<file path="config.mk">
export PLATFORM = sky130hd
export DESIGN_NAME = bus_arbiter
export DESIGN_NICKNAME = d
export VERILOG_FILES = /design/src/rtl/bus_pkg.sv /design/src/rtl/bus_arbiter.sv
export SDC_FILE = /design/constraint.sdc
export NUM_CORES = 1
export LEC_CHECK = 0
export CORE_MARGIN = 4
export CORE_UTILIZATION = 22
export CTS_BUF_LIST = sky130_fd_sc_hd__clkbuf_4 sky130_fd_sc_hd__clkbuf_8 sky130_fd_sc_hd__clkbuf_16
export DETAILED_ROUTE_END_ITERATION = 7
export PLACE_DENSITY = 0.89
export SETUP_SLACK_MARGIN = 0.3
export SLEW_MARGIN = 10
export SYNTH_ARGS = -nofsm -noshare
export SYNTH_HDL_FRONTEND = slang
export SYNTH_SLANG_ARGS = --single-unit
</file>
<file path="constraint.sdc">
create_clock -name clk_i -period 2.1 [get_ports clk_i]
set_clock_uncertainty 0.2 [all_clocks]
set_input_delay 0.42 -clock clk_i [delete_from_list [all_inputs] [get_ports clk_i]]
set_output_delay 0.42 -clock clk_i [all_outputs]
set_load 0.005 [all_outputs]
</file>
<file path="src/rtl/bus_pkg.sv">
// Shared bus widths for the arbiter and the address decoder.
package bus_pkg;
    localparam int ADDR_WIDTH = 16;
    localparam int DATA_WIDTH = 16;
endpackage

</file>
<file path="src/rtl/bus_arbiter.sv">
// Shares the decoder master port between NUM_MASTERS requesters, with a transaction watchdog.
// Define ARB_ROUND_ROBIN_EN for round-robin arbitration; otherwise the lowest index wins.
module bus_arbiter
    import bus_pkg::*;
#(
    parameter int NUM_MASTERS    = 2,
    parameter int TIMEOUT_CYCLES = 16
) (
    input  logic                   clk_i,
    input  logic                   rst_i,
    input  logic [NUM_MASTERS-1:0] m_valid_i,
    input  logic [ADDR_WIDTH-1:0]  m_addr_i  [NUM_MASTERS],
    input  logic [DATA_WIDTH-1:0]  m_wdata_i [NUM_MASTERS],
    input  logic [NUM_MASTERS-1:0] m_we_i,
    output logic [NUM_MASTERS-1:0] m_ready_o,
    output logic [DATA_WIDTH-1:0]  m_rdata_o [NUM_MASTERS],
    output logic [NUM_MASTERS-1:0] m_err_o,
    output logic                   bus_valid_o,
    output logic [ADDR_WIDTH-1:0]  bus_addr_o,
    output logic [DATA_WIDTH-1:0]  bus_wdata_o,
    output logic                   bus_we_o,
    input  logic                   bus_ready_i,
    input  logic [DATA_WIDTH-1:0]  bus_rdata_i,
    input  logic                   bus_err_i,
    output logic [NUM_MASTERS-1:0] grant_o,
    output logic                   busy_o,
    output logic                   timeout_o
);

    localparam int IW = (NUM_MASTERS > 1) ? $clog2(NUM_MASTERS) : 1;
    localparam int CW = $clog2(TIMEOUT_CYCLES);

    typedef enum logic {
        ST_IDLE  = 1'b0,
        ST_GRANT = 1'b1
    } state_t;

    state_t                 r_state;
    state_t                 w_next_state;
    logic [NUM_MASTERS-1:0] r_grant;
    logic [CW-1:0]          r_cnt;
    logic                   w_cnt_inc;
    logic [IW-1:0]          w_win_idx;
    logic [NUM_MASTERS-1:0] w_win_oh;
    logic [IW-1:0]          w_gidx;
    logic                   w_any_req;

    assign w_any_req = |m_valid_i;
    assign grant_o   = r_grant;
    assign busy_o    = (r_state == ST_GRANT);

`ifdef ARB_ROUND_ROBIN_EN
    logic [IW-1:0] r_ptr;

    // Round-robin pointer remembers the most recent winner.
    always_ff @(posedge clk_i or posedge rst_i) begin
        if (rst_i) begin
            r_ptr <= IW'(NUM_MASTERS - 1);
        end else if ((r_state == ST_IDLE) && w_any_req) begin
            r_ptr <= w_win_idx;
        end else begin
            r_ptr <= r_ptr;
        end
    end

    // Scan downward so the candidate nearest after the pointer is written last and wins.
    always_comb begin
        w_win_idx = '0;
        for (int k = NUM_MASTERS; k >= 1; k--) begin
            w_win_idx = m_valid_i[(int'(r_ptr) + k) % NUM_MASTERS] ?
                        IW'((int'(r_ptr) + k) % NUM_MASTERS) : w_win_idx;
        end
    end
`else
    // Fixed priority: scanning downward leaves the lowest requesting index.
    always_comb begin
        w_win_idx = '0;
        for (int k = NUM_MASTERS - 1; k >= 0; k--) begin
            w_win_idx = m_valid_i[k] ? IW'(k) : w_win_idx;
        end
    end
`endif

    // One-hot form of the winner, and index form of the registered grant.
    always_comb begin
        w_win_oh            = '0;
        w_win_oh[w_win_idx] = 1'b1;
        w_gidx              = '0;
        for (int k = NUM_MASTERS - 1; k >= 0; k--) begin
            w_gidx = r_grant[k] ? IW'(k) : w_gidx;
        end
    end

    // State, grant and watchdog registers.
    always_ff @(posedge clk_i or posedge rst_i) begin
        if (rst_i) begin
            r_state <= ST_IDLE;
            r_grant <= '0;
            r_cnt   <= '0;
        end else begin
            r_state <= w_next_state;
            case (r_state)
                ST_IDLE: begin
                    r_grant <= w_any_req ? w_win_oh : '0;
                    r_cnt   <= '0;
                end
                ST_GRANT: begin
                    if (w_cnt_inc) begin
                        r_grant <= r_grant;
                        r_cnt   <= r_cnt + CW'(1);
                    end else begin
                        r_grant <= '0;
                        r_cnt   <= '0;
                    end
                end
                default: begin
                    r_grant <= '0;
                    r_cnt   <= '0;
                end
            endcase
        end
    end

    // Next state plus the combinational bus and response paths.
    always_comb begin
        w_next_state = r_state;
        w_cnt_inc    = 1'b0;
        bus_valid_o  = 1'b0;
        bus_addr_o   = '0;
        bus_wdata_o  = '0;
        bus_we_o     = 1'b0;
        m_ready_o    = '0;
        m_err_o      = '0;
        timeout_o    = 1'b0;
        for (int k = 0; k < NUM_MASTERS; k++) begin
            m_rdata_o[k] = '0;
        end
        case (r_state)
            ST_IDLE: begin
                w_next_state = w_any_req ? ST_GRANT : ST_IDLE;
            end
            ST_GRANT: begin
                bus_valid_o = m_valid_i[w_gidx];
                bus_addr_o  = m_addr_i[w_gidx];
                bus_wdata_o = m_wdata_i[w_gidx];
                bus_we_o    = m_we_i[w_gidx];
                // A slave response always beats a watchdog expiry in the same cycle.
                if (bus_ready_i) begin
                    m_ready_o[w_gidx] = 1'b1;
                    m_rdata_o[w_gidx] = bus_rdata_i;
                    m_err_o[w_gidx]   = bus_err_i;
                    w_next_state      = ST_IDLE;
                end else if (r_cnt == CW'(TIMEOUT_CYCLES - 1)) begin
                    m_ready_o[w_gidx] = 1'b1;
                    m_err_o[w_gidx]   = 1'b1;
                    timeout_o         = 1'b1;
                    w_next_state      = ST_IDLE;
                end else if (!m_valid_i[w_gidx]) begin
                    w_next_state = ST_IDLE;
                end else begin
                    w_cnt_inc = 1'b1;
                end
            end
            default: begin
                w_next_state = ST_IDLE;
            end
        endcase
    end

endmodule

</file>
# Yosys cells after proc, flatten, opt, wreduce, memory -nomap -nowiden
# Index checks and enable logic that the tools add are counted.
# totals
reg_bits	7
wordCells	65
inputBits	88
# op_classes
n_eq_ne	2
n_mux	45
add_sub_neg	1
magnitude_cmp	6
bitwise_logic	4
n_reduce_logical	4
# op_table
cell	count
16-bit two-way mux	9
32-bit two-way mux	2
32-bit AND	1
1-bit two-way mux	20
16-bit demux with 1-bit select	1
2-bit two-way mux	7
4-bit case mux with 2 select lines	1
4-bit by 1-bit adder with 4-bit output, second input constant	1
4-bit equality test, second input constant	1
1-bit by 2-bit < comparator with 1-bit output, second input constant	2
4-bit two-way mux	1
2-bit case mux with 2 select lines	1
1-bit logical AND	3
2-bit AND	1
1-bit demux with 1-bit select	2
1-bit greater-or-equal comparator, second input constant	2
2-bit greater-or-equal comparator, second input constant	1
2-bit by 1-bit < comparator with 1-bit output, second input constant	1
2-bit != test, second input constant	1
1-bit NOT with 2-bit output	1
1-bit case mux with 2 select lines	1
2-bit OR reduction	1
1-bit NOT	1

# Logic depth before layout (Yosys ltp)
# depth
depth_word	10
mapped_depth	5

# Worst setup path after synthesis
# Ideal clock, no wire load.
# synth_path
path_type	register to output
from	register r_grant[1] (netlist: grant_o[1])
to	output port bus_addr_o[0]
t_arrival_ns	1.196
path_slack_ns	0.284
path_stages_with_launch	6
path_buffers	2
required_ns	1.480
path_cell_list	dfrtp_1 -> and2b_4 -> and2_4 -> buf_4 -> buf_6 -> a22o_1
# synth_between
elab_chain_cells	7
# synth_rtl
element	line_no	rtl
start, declared	bus_arbiter.sv:40	logic [NUM_MASTERS-1:0] r_grant;
start signal, assigned	bus_arbiter.sv:104	r_grant <= w_any_req ? w_win_oh : '0;
start signal, assigned	bus_arbiter.sv:109	r_grant <= r_grant;
1-bit two-way mux (2 in a row)	bus_arbiter.sv:90	w_gidx = r_grant[k] ? IW'(k) : w_gidx;
1-bit NOT with 2-bit output (implied by the code)	bus_arbiter.sv:144	bus_addr_o = m_addr_i[w_gidx];
16-bit two-way mux (implied by the code) (3 in a row)	bus_arbiter.sv:144	
16-bit two-way mux	bus_arbiter.sv:138	case (r_state)
end, declared	bus_arbiter.sv:19	output logic [ADDR_WIDTH-1:0] bus_addr_o,
# Every way passes these cells. The select of a mux whose other input is x is not followed.

# Worst setup path after layout
# layout_path
from	register r_grant[0] (netlist: grant_o[0])
to	output port bus_wdata_o[6]
# layout_between
elab_chain_cells	6
# layout_rtl
element	line_no	rtl
1-bit two-way mux	bus_arbiter.sv:90	
1-bit NOT with 2-bit output (implied by the code)	bus_arbiter.sv:145	bus_wdata_o = m_wdata_i[w_gidx];
16-bit two-way mux (implied by the code) (3 in a row)	bus_arbiter.sv:145	
16-bit two-way mux	bus_arbiter.sv:138	
end, declared	bus_arbiter.sv:20	output logic [DATA_WIDTH-1:0] bus_wdata_o,
# Every way passes these cells. The select of a mux whose other input is x is not followed.

==> impl_summary.txt <==
----------------------------------------------------
[Outcome]
  Violated checks ... negative setup slack
  Run status ... complete, but fails checks

[Clocking]
  Insertion delay to the later sink of the worst-skew pair ... 0.22 ns
  Depth of the CTS H-tree ... 1
  Clock buffers created by TritonCTS ... 3
  Clock Root Buffer ... clkbuf_8
  Clk sink count ... 7
  Clock transition time at the flip-flop clock pins of the worst setup and hold paths ... approximately 0.04 ns
  Clock tree from TritonCTS ... built
  Clock Path Buffers ... 2
  Cts hold-fix bufs ... 0

[Power and ir drop]
  Power Dens Cells ... 439 nW/um^2
  Reported leakage power ... between 0.001 and 0.0015 uW
  Maximum resistive drop on vdd ... around 0.00031 V

[Logic synthesis]
  Post-Synth Simple-Gate Area ... 0.329
  Most instantiated flip-flop cell in the synthesis netlist ... dfrtp_1
  Sequential-to-total area share from yosys stat ... 0.178
  Synth Area in Compound Gates ... 0.329
  Unique masters post-synth ... 26
  Post-synthesis register bit count ... 7
  Cells after synthesis ... 138
  Dominant cells by area after synthesis ... a22o_1 29%, dfrtp_1 18%, nor2_1 14%, nand2_1 8.8%, buf_6 8.0%
  Fraction of registers with async set/reset ... 1.00
  Per-instance average area after synthesis ... 7.14 sq um
  Post-synth EDFFs ... 0
  Warnings from Yosys ... 0
  Multiplexer area fraction after synthesis ... 0.0140
  Post-synth design cell area ... 985 sq um
  Library cell with the highest instance count after synthesis ... nor2_1
  Leading post-synthesis cells by instance count ... 38 x nor2_1, 33 x a22o_1, 23 x nand2_1
  Adder and majority cell fraction of the synthesized area ... 0.0127
  Synthesized net count ... 227
  XOR/XNOR share of the synthesized area ... 0.0178
  Library cell occupying the most area in the post-synthesis netlist ... a22o_1
  Yosys top cell area share ... 0.294
  Dominant combinational cell family by area after synthesis ... compound AO/OA/AOI/OAI gates

[Die]
  Placeable core region ... around 4400 sq um
  Number of rows in the core area ... 24
  Total I/O pin count ... 162
  Chip Width ... 74.9 um
  Die height ... 74.9 um
  Starting utilization of the core area ... 0.226
  Die Footprint ... 5610 sq um

[Timing]
  Final Hold Vio Count ... 0
  Final clock period utilization by the worst path ... 1.07
  Headroom to the max-slew limit ... 0.813
  Count of endpoints failing setup in the final report ... 39
  Slew @ Worst Pin ... 0.280 ns
  Final min period ... 2.25 ns
  Peak Freq ... 0.444 GHz
  Setup repair after global routing missed its margin ... yes
  Worst Setup Slack, final ... -0.153 ns
  Final Slew Violations ... 0

[Detailed routing]
  Total number of vias ... between 1,500 and 2,000
  DRC ... 0
  Routed length per instance ... between 15 and 20 um
  Final Routed Wirelength ... 6770 um
  Mean number of vias per cell ... between 4 and 5
  Count of antenna-violating nets left after detailed routing ... 0
  Detailed-routing iteration count for the pre-antenna-repair pass ... 5
  First DRT Iteration DRCs ... 68

[Critical path]
  Launch point of the worst reg-to-reg path ... grant_o[0]$_DFFE_PP0P_
  Kind of end point of the critical path ... output port
  Capture point of the worst reg-to-reg path ... grant_o[1]$_DFFE_PP0P_
  Worst setup slack for register-to-register paths ... 0.41 ns
  Critical path arrival ... 1.63 ns
  R2r worst-path depth ... 6
  CP Launch Type ... flop
  Type of the worst setup path ... flop to output port
  Biggest fanout along the worst timing path ... 5
  Required time of the worst setup path ... roughly 1.5 ns

[Placed design]
  Number of buffers added on ports ... 161
  Dpl hpwl ... 4510 um
  Dpl cell area ... 2730 sq um
  RD Place Congestion ... 0.794

[Global route]
  Total congestion overflow after global routing ... 0
  Initial antenna violation count ... 0
  Vias in the first global route ... between 1,500 and 2,000
  Wire length of the first global-routing pass ... 8980 um
  Largest net degree at the start of global routing ... 18
  Total routing resource utilization after global routing ... 0.205

[Cells and area]
  Count of fill cells added during filler insertion ... 328
  Finished Cell Area ... ~3100 sq um
  Net total in the final layout ... 431
  Area growth from synthesis to layout ... 214%
  Post-layout util ... 0.710
  Fraction of final layout cells sized beyond drive strength 1 ... 0.475
  Inserted Diodes ... 0

[Hold path]
  Path class of the lowest-slack min-delay path ... input pin to async pin

[Flow run]
  Count of max-cap constraint violations ... 0

----------------------------------------------------
==> critical path: stages, from the launching register on <==
cell and delay (ns):
dfrtp_1 0.36, and2b_4 0.21, and2_4 0.18, buf_6 0.13, buf_6 0.11, buf_12 0.12, a22o_1 0.18, buf_2 0.13
==> routing by layer <==
layer  global-route usage  wire, um  vias up
li1                     -         -      899
met5                    0         0        -
met1                0.229      2450      876
met2                0.397      3640       99
met3               0.0414       621       10
met4               0.0356        57        0
==> registers in the layout (all words and copies together) (netlist names) <==
register,cells
grant_o,2
r_cnt,4
busy_o,1
==> area by class of cell <==
cell class,count,area [sq um],share of cell area
Sequential cell,7,176,0.0571
Multi-Input combinational cell,120,942,0.305
Inverter,2,7.51,0.00243
Clock buffer,4,48.8,0.0158
Timing Repair Buffer,208,1850,0.599
Tap cell,52,65.1,0.0211
==> where the power goes <==
group	internal [uW]	switching, uW	leakage, uW
Combinational	581	418	0.00133
Sequential	148	11.2	0.0000922
Clock	144	56.3	0.0000262
Total	872	485	0.00144
==> timing repair <==
item                       in CTS  in global routing
pin swaps                      13                 18
gates resized for setup       330                 44
hold endpoints to repair        0                  0
buffers inserted               21                  3
cloned                          5                  3
setup endpoints to repair      74                 73
==> layout by cell type, fill, tap and decap left out, types with 2 or more instances in the layout <==
master | netlist | routed
a22o_1 | 33 | 33
and2_4 | 2 | 6
buf_12 | 0 | 3
buf_16 | 0 | 4
buf_2 | 4 | 63
buf_4 | 1 | 22
buf_6 | 7 | 20
clkbuf_8 | 0 | 3
clkdlybuf4s15_2 | 0 | 8
clkdlybuf4s50_1 | 0 | 85
dfrtp_1 | 7 | 6
inv_1 | 2 | 2
nand2_1 | 23 | 19
nand2_4 | 0 | 2
nand2_8 | 0 | 2
nor2_1 | 38 | 19
nor2_2 | 0 | 4
nor2_4 | 0 | 15
nor3_1 | 3 | 3
==> per-stage QoR <==
| stage | setup WS (ns) | setup TNS [ns] | total power (uW) | hold WS (ns) | instances |
|---|---|---|---|---|---|
| 4_1_cts | -0.149 | -2.85 | 1270 | 0.227 | 387 |
| 3_5_place_dp | -0.385 | -18.43 | 1050 | 0.329 | 357 |
| 6_report | -0.153 | -2.97 | 1360 | 0.241 | 393 |
| 3_3_place_gp | -0.355 | -16.93 | 1040 | 0.320 | 357 |
| 2_1_floorplan | 0.306 | 0 | 519 | 0.0234 | 138 |
| 5_1_grt | -0.214 | -5.83 | 1440 | 0.251 | 393 |
==> how the worst max path moves through the flow <==
stage / slack [ns] / from / depth (start not counted) / to
final: -0.15 / grant_o[0]$_DFFE_PP0P_ / 7 / bus_wdata_o[6]
after global routing: -0.21 / grant_o[0]$_DFFE_PP0P_ / 7 / bus_wdata_o[6]
after CTS: -0.15 / grant_o[0]$_DFFE_PP0P_ / 6 / bus_addr_o[10]
after detailed placement: -0.38 / bus_ready_i / 5 / m_rdata_o[7]
after global placement: -0.35 / bus_ready_i / 5 / m_rdata_o[15]
after floorplan: 0.31 / grant_o[0]$_DFFE_PP0P_ / 5 / bus_addr_o[0]
==> kinds of logic after synthesis <==
group / count (synthesis)
mux: 1
fa+ha+maj: 1
compound gates: 38
simple gates: 74
buf+inv: 15
flops: 7
xor+xnor: 2
Power figures use the tool's default switching activity.
